===== src/rtl/reprodutor_sequencia_pkg.sv =====
`default_nettype none
// ============================================================================
// Module      : pkg_notas
// Description : Shared types and constants for the note-sequence player.
//               Defines the playback state encoding and the widths of the
//               note, index, bank and memory-address fields.
// Revision    : 1.0 - initial release
// ============================================================================
package pkg_notas;

   localparam int LARGURA_NOTA      = 3;
   localparam int LARGURA_ENDERECO  = 6;
   localparam int NOTAS_POR_DESAFIO = 16;

   // Address splits into {bank, index}; index covers one bank exactly.
   localparam int LARGURA_INDICE    = $clog2(NOTAS_POR_DESAFIO);
   localparam int LARGURA_DESAFIO   = LARGURA_ENDERECO - LARGURA_INDICE;

   typedef enum logic [2:0] {
      OCIOSO  = 3'd0,
      CARREGA = 3'd1,
      TOCA    = 3'd2,
      PAUSA   = 3'd3,
      FIM     = 3'd4
   } estado_t;

endpackage
`default_nettype wire


===== src/rtl/reprodutor_sequencia_temporizador_nota.sv =====
`default_nettype none
// ============================================================================
// Module      : temporizador_nota
// Description : Up-counter producing a one-cycle pulse after `limit` enabled
//               cycles. The count returns to zero on that pulse, so the
//               same instance can be reused back to back with a new limit.
// Ports       : clock     - system clock
//               reset     - asynchronous active-high reset
//               clear     - synchronous count clear
//               enable    - count this cycle
//               limit     - number of enabled cycles per period (>= 1)
//               fim_tempo - high in the cycle where count == limit-1
// Revision    : 1.0 - initial release
// ============================================================================
module temporizador_nota #(
   parameter int LARGURA = 8
) (
   input  logic               clock,
   input  logic               reset,
   input  logic               clear,
   input  logic               enable,
   input  logic [LARGURA-1:0] limit,
   output logic               fim_tempo
);

   logic [LARGURA-1:0] r_contagem;
   logic               w_no_limite;

   // Compared against limit-1 so the count never needs to reach limit.
   assign w_no_limite = (r_contagem == (limit - LARGURA'(1)));
   assign fim_tempo   = enable & w_no_limite;

   always_ff @(posedge clock or posedge reset) begin
      if (reset) begin
         r_contagem <= '0;
      end else if (clear || fim_tempo) begin
         r_contagem <= '0;
      end else if (enable) begin
         r_contagem <= r_contagem + LARGURA'(1);
      end
   end

endmodule
`default_nettype wire


===== src/rtl/reprodutor_sequencia.sv =====
`default_nettype none
// ============================================================================
// Module      : reprodutor_sequencia
// Description : Plays one challenge sequence from the note memory. Walks the
//               16-note bank chosen by `desafio` from index 0 to `rodada`;
//               each note is loaded (1 cycle), sounded for T_NOTA cycles and
//               followed by T_PAUSA silent cycles. A one-cycle
//               `fim_reproducao` pulse closes a complete playback.
// Ports       : clock          - system clock, rising edge
//               reset          - asynchronous active-high reset
//               iniciar        - start request (idle only)
//               parar          - abort to idle, beats everything but reset
//               desafio[1:0]   - bank select, latched at start
//               rodada[3:0]    - last index to play, latched at start
//               nota_mem[2:0]  - memory data for `endereco` (async read)
//               endereco[5:0]  - memory address {bank, index}
//               nota_saida[2:0]- registered current note
//               nota_valida    - note is sounding
//               ocupado        - any state other than idle
//               fim_reproducao - one-cycle end-of-playback pulse
// Revision    : 1.0 - initial release
// ============================================================================
module reprodutor_sequencia
   import pkg_notas::*;
#(
   parameter int T_NOTA  = 50_000_000,
   parameter int T_PAUSA = 12_500_000
) (
   input  logic                        clock,
   input  logic                        reset,
   input  logic                        iniciar,
   input  logic                        parar,
   input  logic [LARGURA_DESAFIO-1:0]  desafio,
   input  logic [LARGURA_INDICE-1:0]   rodada,
   input  logic [LARGURA_NOTA-1:0]     nota_mem,
   output logic [LARGURA_ENDERECO-1:0] endereco,
   output logic [LARGURA_NOTA-1:0]     nota_saida,
   output logic                        nota_valida,
   output logic                        ocupado,
   output logic                        fim_reproducao
);

   localparam int C_T_MAX     = (T_NOTA > T_PAUSA) ? T_NOTA : T_PAUSA;
   localparam int C_LARG_TEMP = $clog2(C_T_MAX) + 1;
   localparam logic [C_LARG_TEMP-1:0] C_LIM_NOTA  = C_LARG_TEMP'(T_NOTA);
   localparam logic [C_LARG_TEMP-1:0] C_LIM_PAUSA = C_LARG_TEMP'(T_PAUSA);

   estado_t                    r_estado;
   estado_t                    w_prox_estado;
   logic [LARGURA_INDICE-1:0]  r_indice;
   logic [LARGURA_DESAFIO-1:0] r_desafio;
   logic [LARGURA_INDICE-1:0]  r_rodada;
   logic [LARGURA_NOTA-1:0]    r_nota;

   logic                       w_tmr_clear;
   logic                       w_tmr_en;
   logic [C_LARG_TEMP-1:0]     w_tmr_limite;
   logic                       w_fim_tempo;
   logic                       w_ultima;

   assign w_ultima   = (r_indice == r_rodada);
   assign endereco   = {r_desafio, r_indice};
   assign nota_saida = r_nota;

   temporizador_nota #(
      .LARGURA   (C_LARG_TEMP)
   ) u_temporizador (
      .clock     (clock),
      .reset     (reset),
      .clear     (w_tmr_clear),
      .enable    (w_tmr_en),
      .limit     (w_tmr_limite),
      .fim_tempo (w_fim_tempo)
   );

   // State register
   always_ff @(posedge clock or posedge reset) begin
      if (reset) begin
         r_estado <= OCIOSO;
      end else begin
         r_estado <= w_prox_estado;
      end
   end

   // Next state and Moore outputs
   always_comb begin
      w_prox_estado  = r_estado;
      nota_valida    = 1'b0;
      ocupado        = 1'b1;
      fim_reproducao = 1'b0;
      w_tmr_clear    = 1'b1;
      w_tmr_en       = 1'b0;
      w_tmr_limite   = C_LIM_NOTA;

      case (r_estado)
         OCIOSO: begin
            ocupado = 1'b0;
            if (iniciar) begin
               w_prox_estado = CARREGA;
            end
         end
         CARREGA: begin
            w_prox_estado = TOCA;
         end
         TOCA: begin
            nota_valida = 1'b1;
            w_tmr_clear = 1'b0;
            w_tmr_en    = 1'b1;
            if (w_fim_tempo) begin
               w_prox_estado = PAUSA;
            end
         end
         PAUSA: begin
            w_tmr_clear  = 1'b0;
            w_tmr_en     = 1'b1;
            w_tmr_limite = C_LIM_PAUSA;
            if (w_fim_tempo) begin
               w_prox_estado = w_ultima ? FIM : CARREGA;
            end
         end
         FIM: begin
            fim_reproducao = 1'b1;
            w_prox_estado  = OCIOSO;
         end
         default: begin
            w_prox_estado = OCIOSO;
         end
      endcase

      // Abort overrides every transition, including a start in idle.
      if (parar) begin
         w_prox_estado = OCIOSO;
      end
   end

   // Playback context: bank/round latched at start, index and note.
   always_ff @(posedge clock or posedge reset) begin
      if (reset) begin
         r_desafio <= '0;
         r_rodada  <= '0;
         r_indice  <= '0;
         r_nota    <= '0;
      end else if (!parar) begin
         if ((r_estado == OCIOSO) && iniciar) begin
            r_desafio <= desafio;
            r_rodada  <= rodada;
            r_indice  <= '0;
         end
         if (r_estado == CARREGA) begin
            r_nota <= nota_mem;
         end
         // Index stops at the last note, so it never wraps into bank 0.
         if ((r_estado == PAUSA) && w_fim_tempo && !w_ultima) begin
            r_indice <= r_indice + LARGURA_INDICE'(1);
         end
      end
   end

endmodule
`default_nettype wire

===== config.mk =====
export PLATFORM = sky130hd
export DESIGN_NAME = reprodutor_sequencia
export DESIGN_NICKNAME = d
export VERILOG_FILES = /design/src/rtl/reprodutor_sequencia_pkg.sv /design/src/rtl/reprodutor_sequencia_temporizador_nota.sv /design/src/rtl/reprodutor_sequencia.sv
export SDC_FILE = /design/constraint.sdc
export NUM_CORES = 1
export LEC_CHECK = 0
export BUFFER_PORTS_ARGS = -buffer_cell sky130_fd_sc_hd__buf_2
export CAP_MARGIN = 15
export CORE_MARGIN = 2
export CORE_UTILIZATION = 31
export CTS_CLUSTER_DIAMETER = 150
export DETAILED_ROUTE_END_ITERATION = 7
export PLACE_DENSITY = 0.46
export SETUP_SLACK_MARGIN = 0.2
export SYNTH_ARGS = -nofsm -noshare
export SYNTH_HDL_FRONTEND = slang
export SYNTH_SLANG_ARGS = --single-unit

===== constraint.sdc =====
create_clock -name clock -period 2.25 [get_ports clock]
set_input_delay 0.225 -clock clock [delete_from_list [all_inputs] [get_ports clock]]
set_output_delay 0.225 -clock clock [all_outputs]
set_load 0.02 [all_outputs]

Word level (Yosys, flattened, before mapping)
Index checks and enable logic that the tools add are counted.
{"block": "word_totals", "reg_bits": 43}
{"block": "op_classes", "addsub": 3, "eq_ne": 9, "n_mux": 16, "bitwise_logic": 2, "n_reduce_logical": 13}
{"operator": "$mux W27", "n": 2}
{"operator": "$add A27 B1 Y27 const B", "n": 1}
{"operator": "$eq A27 B27 Y1", "n": 1}
{"operator": "$sub A26 B1 Y27 const B", "n": 1}
{"operator": "$mux W26", "n": 1}
{"operator": "$mux W3", "n": 5}
{"operator": "$pmux W3 S4", "n": 1}
{"operator": "$mux W4", "n": 2}
{"operator": "$eq A3 B2 Y1 const B", "n": 2}
{"operator": "$ne A3 B2 Y1 const B", "n": 2}
{"operator": "$reduce_and A2 Y1", "n": 3}
{"operator": "$mux W1", "n": 5}
{"operator": "$add A4 B1 Y4 const B", "n": 1}
{"operator": "$eq A4 B4 Y1", "n": 1}
{"operator": "$reduce_bool A2 Y1", "n": 2}
{"operator": "$eq A3 B1 Y1 const B", "n": 1}
{"operator": "$eq A3 B3 Y1 const B", "n": 1}
{"operator": "$logic_and A1 B1 Y1", "n": 3}
{"operator": "$logic_not A3 Y1", "n": 1}
{"operator": "$ne A3 B3 Y1 const B", "n": 1}
{"operator": "$reduce_and A3 Y1", "n": 1}
{"operator": "$reduce_or A2 Y1", "n": 1}
{"operator": "$and A1 B1 Y1", "n": 1}
{"operator": "$logic_not A1 Y1", "n": 1}
{"operator": "other kinds (2)", "n": 2}

Logic depth before layout (Yosys ltp)
Gate-level depths: netlist (run 1).
{"block": "depth", "ltp_word": 9, "mapped_depth": 8}

Cells and area by module
A second synthesis (run 1) with hierarchy kept.
{"block": "hier_totals", "cells_unflattened": 342, "hier_area_um2": 3186.8}
{"mod": "temporizador_nota", "n_inst": 1, "cells_each": 270, "area_per_inst_um2": 2354.8, "seq_area_each_um2": 675.6}
{"mod": "reprodutor_sequencia", "n_inst": 1, "cells_each": 72, "area_per_inst_um2": 832.0, "seq_area_each_um2": 400.4}

Least setup slack after synthesis (run 1)
No wires, ideal clock.
{"block": "synth_timing", "path_type": "register to register", "startpoint": "reg u_temporizador.r_contagem[0]", "endpoint": "reg u_temporizador.r_contagem[10]", "arrival_ps": 1688, "setup_slack_ps": 443, "path_stages_with_launch": 9, "period_less_slack_ps": 1807, "cell_sequence": "dfrtp_1 > ha_1 > and4_1 > nand4_1 > a211oi_4 > or2_1 > buf_4 > buf_6 > nor2_1"}
{"block": "synth_via", "elab_chain_len": 4, "elab_cells_between_ends": 7}
{"item": "start, declared", "line": "reprodutor_sequencia_temporizador_nota.sv:26", "rtl": "logic [LARGURA-1:0] r_contagem;"}
{"item": "start signal, assigned", "line": "reprodutor_sequencia_temporizador_nota.sv:39", "rtl": "r_contagem <= r_contagem + LARGURA'(1);"}
{"item": "parallel branches: the longest is 4 deep, another holds $add A27 B1 Y27"}
Parallel ways; which one is timed is not known. The select of a mux whose other input is x is not followed.
A chain may end at the register's enable or synchronous reset.

Worst setup path in the final report (run 1)
{"block": "layout_timing", "startpoint": "reg u_temporizador.r_contagem[0]", "endpoint": "reg r_indice[2]"}
{"block": "layout_via", "elab_chain_len": 6, "elab_cells_between_ends": 7}
{"item": "$eq A27 B27 Y1 (*)", "line": "reprodutor_sequencia_temporizador_nota.sv:30", "rtl": "assign w_no_limite = (r_contagem == (limit - LARGURA'(1)));"}
{"item": "$and A1 B1 Y1 (*)", "line": "reprodutor_sequencia_temporizador_nota.sv:31", "rtl": "assign fim_tempo = enable & w_no_limite;"}
{"item": "$logic_and A1 B1 Y1 (*) (2 in a row)", "line": "reprodutor_sequencia.sv:153", "rtl": "if ((r_estado == PAUSA) && w_fim_tempo && !w_ultima) begin"}
{"item": "$reduce_bool A2 Y1 (no line)"}
{"item": "$reduce_and A2 Y1 (no line)"}
{"item": "end signal, assigned", "line": "reprodutor_sequencia.sv:154", "rtl": "r_indice <= r_indice + LARGURA_INDICE'(1);"}
{"item": "end, declared", "line": "reprodutor_sequencia.sv:50", "rtl": "logic [LARGURA_INDICE-1:0] r_indice;"}
Mark *: on every way between the ends. The rest lies on a longest branch, timed or not.

==> metrics.md, run 1 <==
| Metric | Value |
|---|---|
| Peak VDD IR | `328 uV` |
| Clock Latency Late Sink | `290 ps` |
| Slew Limit Fails | `0` |
| Top_reg_cell synth | `dfrtp_1` |
| Kind of critical path | `flop to flop` |
| Post-Synth Simple-Gate Area | `31.1%` |
| Layout Cells excl Fill | `365` |
| Fillers | `771` |
| ANT nets after route | `0` |
| Worst-path fanout max | `4` |
| Die width | `90.6 um` |
| Placed cell areas | `2570 um2` |
| RSZ-0062 raised after global routing | `false` |
| Final hold violations | `0` |
| Mux cell area share after synthesis | `3.18%` |
| Die Y | `90.6 um` |
| Final HPWL DP | `3370 um` |
| Initial DRC count | `59` |
| PwrDens | `663 nW/um2` |
| # placed instances | `357` |
| Pleak | `1.19 nW` |
| Row count | `31` |
| Global route overflow | `0` |
| Vias per cell | `4.70` |
| Ant diodes | `0` |
| Synth async-reset ratio | `100%` |
| Ranking of synthesized cells by area | `dfrtp_1 46%, nor2_1 6.1%, xor2_1 5.7%, xnor2_1 5.3%, nand2_1 5.2%` |
| XOR/XNOR Fraction of Synth Area | `10.9%` |
| Maxcap violations | `0` |
| Clock Skew | `4.39 ps` |
| Max Buffers Root-to-Sink | `2` |
| H-tree levels | `2` |
| Initial antenna violation count | `0` |
| DRC | `0` |
| Drt pass-1 iters | `4` |
| P_sw | `0.537 mW` |
| Synthesized flop and latch total | `43` |
| Input/output buffers | `24` |
| Total GRT Usage | `12.3%` |
| Maximum number of pins on one net before global-route repair | `27` |
| Least-Margin Pin Slew | `895 ps` |
| Routability cong. | `0.787` |
| Cts hold-fix bufs | `0` |
| Yosys top cell area share | `46.3%` |
| Vias in the first global route | `1,730` |
| Ports | `25` |
| Avg Inst Size Synth | `9.97 um2` |
| First-pass GRT wire length | `8180 um` |
| Fin nets | `280` |
| Data required, critical path | `2440 ps` |
| Share of cells above drive strength 1 | `21.1%` |
| Clk pwr share | `26.9%` |
| Root Buffer | `clkbuf_8` |
| Syn Std Cell Area | `2320 um2` |
| Pre-CTS setup slack | `302 ps` |
| Crit path arrival time | `2090 ps` |
| Largest family of logic cells by synthesized area | `simple AND/OR/NAND/NOR gates` |
| CTS tree | `done` |
| CTS clk-pin slew, worst paths | `80 ps` |
| Unique masters post-synth | `39` |
| Die area | `8200 um2` |
| WHS | `0.736 ps` |
| Post-synth EDFFs | `0` |
| Post-synth top area cell | `dfrtp_1` |
| Synth Area in Adders | `1.08%` |
| Status | `complete, no violations` |
| Sw Ratio | `30.6%` |
| Achievable Freq | `525 MHz` |
| Core box area | `7250 um2` |
| Element type at the critical path end | `flop` |
| Sequential fraction of the synthesis area | `46.3%` |
| Initial Utilization | `32.0%` |
| Wire per inst | `12.5 um` |
| Startpoint Class | `flop` |
| Via count | `1,714` |
| Period utilization | `84.7%` |
| Power share of the combinational group | `21.2%` |
| Hold WC Path Type | `input pin to async pin` |
| Synth-to-Final Area Change | `14.2%` |
| Num CTS Buffers | `5` |
| Final worst slack | `344 ps` |
| Reg2Reg Setup Slack | `340 ps` |
| Clk sinks | `43` |
| Int Pwr | `1.22 mW` |
| Syn_nets | `248` |
| Max_slew headroom | `40.0%` |
| Post-layout instance area | `2650 um2` |
| Setup violations, final | `0` |
| TNS Setup | `0 ps` |
| Synth Instances | `233` |
| Util after Layout | `36.6%` |
| Sequential power share | `51.9%` |
| Ys Warns | `0` |
| Overall power | `1.76 mW` |
| Final WL | `4580 um` |
| Fin crit period | `1910 ps` |
| Compound-gate portion of the synthesized area | `2.91%` |
cells in the final DEF, fill, tap and decap left out, types with 3 or more instances in the layout:
cell type and count:
nor2_1 38, o21ai_0 3, nand2_1 32, nor3_1 6, dfrtp_1 43, nand4_1 7, nand3_1 13, xor2_1 15
nor4_1 3, and3_1 5, mux2i_1 4, xnor2_1 14, clkbuf_8 5, inv_1 8, buf_4 7, buf_2 24
mux2_2 3
flip-flops by register name (all words and copies together), names as in the netlist:
signal                     flops
u_temporizador.r_contagem     27
nota_saida                     3
r_rodada                       4
r_desafio                      2
r_indice                       4
r_estado                       3
cell families after synthesis:
kind of cell / after synthesis
simple gates: 128
xor+xnor: 29
compound gates: 8
flops: 43
mux: 7
buf+inv: 16
fa+ha+maj: 2
layout make-up:
class | count | area, um2 | share of cell area [%]
clock inverter | 1 | 5.00 | 0.189
multi-input combinational | 174 | 1140 | 43.2
inverter | 9 | 33.8 | 1.27
clock buffer | 7 | 76.3 | 2.88
sequential | 43 | 1080 | 40.6
timing repair buffer | 32 | 193 | 7.26
tap | 99 | 124 | 4.67
metal layers:
metal  GRT usage (%)  share of wire [%]
met1            15.8                 49
met2            20.1                 47
met3            2.75                2.5
met4            4.62                1.9
met5               0                  0
cells in the mapped netlist, drive strengths merged (2+ instances only):
master,n
dfrtp,43
nor2,38
nand2,32
xor2,15
xnor2,14
nand3,13
inv,9
nand4,8
buf,7
nor3,6
nor4,6
and3,5
mux2i,4
mux2,3
o21ai,3
or2,3
and2,2
and4,2
and4bb,2
ha,2
nand3b,2
nor4b,2
nor4bb,2
or3,2
final timing paths:
check,end,startpoint,cells past startpoint
setup / recovery,r_indice[2],u_temporizador.r_contagem[0],6
hold / removal,r_desafio[1],reset,2
setup reg to reg,r_indice[2],u_temporizador.r_contagem[0],6
hold reg to reg,r_desafio[0],r_desafio[0],2
max in group asynchronous,u_temporizador.r_contagem[19],reset,3
min in group clock,r_rodada[0],rodada[0],3
worst max-delay path, stage by stage (launching register included):
cell      delay, ps
dfrtp_1         390
ha_1            250
and4_2          310
nand4_1         160
a211oi_4        240
nand2_1         170
a32o_1          290
power groups by stage:
stage                     clock, mW  combinational [mW]  sequential, mW
after global placement            0               0.381           0.929
after global routing          0.534               0.417           0.927
after floorplan                   0               0.218           0.965
after CTS                     0.499               0.385           0.914
final                         0.473               0.373           0.913
after detailed placement          0               0.386           0.928
timing repair:
action | in CTS | in global routing
resized for setup | 0 | 1
endpoints found under the setup margin | 0 | 1
setup buffers | 0 | 0
(Power assumes the default switching activity.)
==> inputs of run 2 (changes only) <==
PLACE_DENSITY = 0.47   (was 0.46)
clock period = 1.6 ns   (was 2.25 ns; I/O delays follow)
==> run 2 against run 1 <==
Net effect:
- the run now ends with setup timing left
- worst hold slack better by 51 ps
- first-iteration DRC count up 34%
- sequential cell count unchanged
- global-route usage up 1.8 points
- combinational power up 110%
- highest routed layer unchanged
==> metrics.md, run 2 (synthesis results as in run 1) <==
| Metric | Value |
|---|---|
| Post-layout instance area | `3340 um2 (+26%)` |
| Largest Register | `u_temporizador.r_contagem` |
| Fin crit period | `1850 ps (-51.9 ps)` |
| Kind of critical path | `flop to flop` |
| Wire per inst | `12.5 um (-0.23%)` |
| RSZ-0062 raised after global routing | `true` |
| Sequential power share | `46.4% (-5.5 points)` |
| Core box area | `7250 um2 (unchanged)` |
| Clock Skew | `11.5 ps (+7.09 ps)` |
| Startpoint Class | `flop` |
| Vias per cell | `4.53 (-3.6%)` |
| Most frequent cells in the layout | `58 x buf_4, 42 x dfrtp_1, 34 x nor2_1, 31 x nand2_1, 21 x buf_2` |
| Status | `finished, violations left` |
| Hold WC Path Type | `input pin to flop` |
| Die Y | `90.6 um (unchanged)` |
| Element type at the critical path end | `flop` |
| Drt pass-1 iters | `6 (+2)` |
| Max_slew headroom | `77.5% (+38 points)` |
| Register area | `1080 um2 (+0.12%)` |
| Die area | `8200 um2 (unchanged)` |
| Data required, critical path | `1790 ps (-650 ps)` |
| Setup violations, final | `33 (+33)` |
| Total GRT Usage | `14.1% (+1.8 points)` |
| Num CTS Buffers | `5 (unchanged)` |
| DRC | `0 (unchanged)` |
| Final hold violations | `0 (unchanged)` |
| Footprint of the multi-input gates | `1280 um2 (+12%)` |
| Clock Latency Late Sink | `290 ps (about the same)` |
| Fin nets | `342 (+22%)` |
| Maximum number of pins on one net before global-route repair | `44 (+63%)` |
| WHS | `51.4 ps (+50.7 ps)` |
| Fillers | `700 (-9.2%)` |
| Die width | `90.6 um (unchanged)` |
| Global route overflow | `0 (unchanged)` |
| Root Buffer | `clkbuf_8` |
| Max Buffers Root-to-Sink | `2 (unchanged)` |
| Max FFs per register | `27 (unchanged)` |
| CTS clk-pin slew, worst paths | `90 ps (about the same)` |
| Int Pwr | `1.87 mW (+53%)` |
| Share of cells above drive strength 1 | `41.8% (+21 points)` |
| Ports | `25 (unchanged)` |
| P_sw | `0.865 mW (+61%)` |
| Slew Limit Fails | `0 (unchanged)` |
| Clk sinks | `43 (unchanged)` |
| Most common cell after layout, fill and taps aside | `buf_4` |
| Ant diodes | `0 (unchanged)` |
| Final worst slack | `-254 ps (-598 ps)` |
| Achievable Freq | `539 MHz (+2.8%)` |
| Worst-path fanout max | `4 (unchanged)` |
| ANT nets after route | `0 (unchanged)` |
| Overall power | `2.74 mW (+56%)` |
| Routability cong. | `0.713 (-9.3%)` |
| Input/output buffers | `24 (unchanged)` |
| Failing checks | `setup timing` |
| Initial Utilization | `32.0% (unchanged)` |
| PwrDens | `821 nW/um2 (+24%)` |
| Final HPWL DP | `3640 um (+8.0%)` |
| First-pass GRT wire length | `9360 um (+15%)` |
| Initial antenna violation count | `0 (unchanged)` |
| Via count | `1,933 (+13%)` |
| Top flop regs | `u_temporizador.r_contagem: 27 flops, r_indice: 4 flops, r_rodada: 4 flops` |
| Synth-to-Final Area Change | `43.7%` |
| H-tree levels | `2 (unchanged)` |
| Maxcap violations | `0 (unchanged)` |
| Period utilization | `116% (+31 points)` |
| Final WL | `5340 um (+17%)` |
| Placed cell areas | `3000 um2 (+17%)` |
| Clk pwr share | `25.2% (-1.7 points)` |
| Initial DRC count | `79 (+34%)` |
| Vias in the first global route | `1,949 (+13%)` |
| Sw Ratio | `31.6% (+1.0 points)` |
| Crit path arrival time | `2040 ps (-50 ps)` |
| Pre-CTS setup slack | `-240 ps (-542 ps)` |
| Power share of the combinational group | `28.4% (+7.2 points)` |
| Peak VDD IR | `534 uV (+63%)` |
| CTS tree | `done` |
| Least-Margin Pin Slew | `334 ps (-561 ps)` |
| Pleak | `1.59 nW (+33%)` |
| Row count | `31 (unchanged)` |
run 2: cell count changes in the layout (fill, tap and decap cells not counted), moves of 3 or more:
cell,previous run,this run
buf_4,7,58
buf_6,0,11
nor2_1,38,34
nor2_4,0,4
buf_2,24,21
mux2_2,3,0
mux2_4,0,3
run 2: metal layers:
layer  vias to the layer above  GRT usage (%)  routed length [um]
met1                       937           19.0                2620
met4                         0           4.36                  54
met5                         -              0                   0
li1                        978              -                   -
met3                         4           2.25                  79
met2                        14           23.2                2580
run 2: what timing repair did:
action,4_1_cts,5_1_grt
pin swaps,6,5
hold buffers,1,0
endpoints found under the hold margin,43,0
setup endpoints to repair,45,45
buffers inserted,6,5
resized for setup,21,16
run 2: final timing paths:
kind | from | end | slack, ps | depth (start not counted)
max in group asynchronous | reset | u_temporizador.r_contagem[5] | 940 | 4
worst min-delay path | desafio[0] | r_desafio[0] | 50 | 3
worst max-delay path | u_temporizador.r_contagem[24] | r_indice[2] | -250 | 7
worst max register to register | u_temporizador.r_contagem[24] | r_indice[2] | -250 | 7
worst min register to register | r_desafio[1] | r_desafio[1] | 490 | 2
min in group asynchronous | reset | u_temporizador.r_contagem[23] | 440 | 4
run 2: cell type report:
class | count | share of cell area [%]
clock buffers | 6 | 2.17
clock inverters | 2 | 0.375
inverters | 9 | 1.01
multi-input cells | 174 | 38.4
flip-flops and latches | 43 | 32.3
well taps | 99 | 3.71
repair buffers | 94 | 22.0
run 2: worst max-delay path, stage by stage (launching register included):
cell and delay [ps]:
dfrtp_1 400, nor4bb_2 300, buf_4 160, nand4_1 160
a211oi_4 250, buf_4 170, nand2_2 60, a32o_1 250
run 2: metrics by stage:
step	utilization [%]	std cells	setup TNS, ps
2_1_floorplan	-	233	-4170
3_3_place_gp	41.4	407	-6130
3_5_place_dp	41.4	407	-6870
4_1_cts	44.5	422	-7360
5_1_grt	46.0	427	-11260
6_report	46.0	427	-7490
run 2: power groups by stage:
stage	Clock (mW)	Sequential, mW	Combinational [mW]
floorplan	0	1.36	0.330
global placement	0	1.28	0.635
detailed placement	0	1.28	0.639
CTS	0.722	1.27	0.730
global route	0.759	1.28	0.858
finish	0.690	1.27	0.779
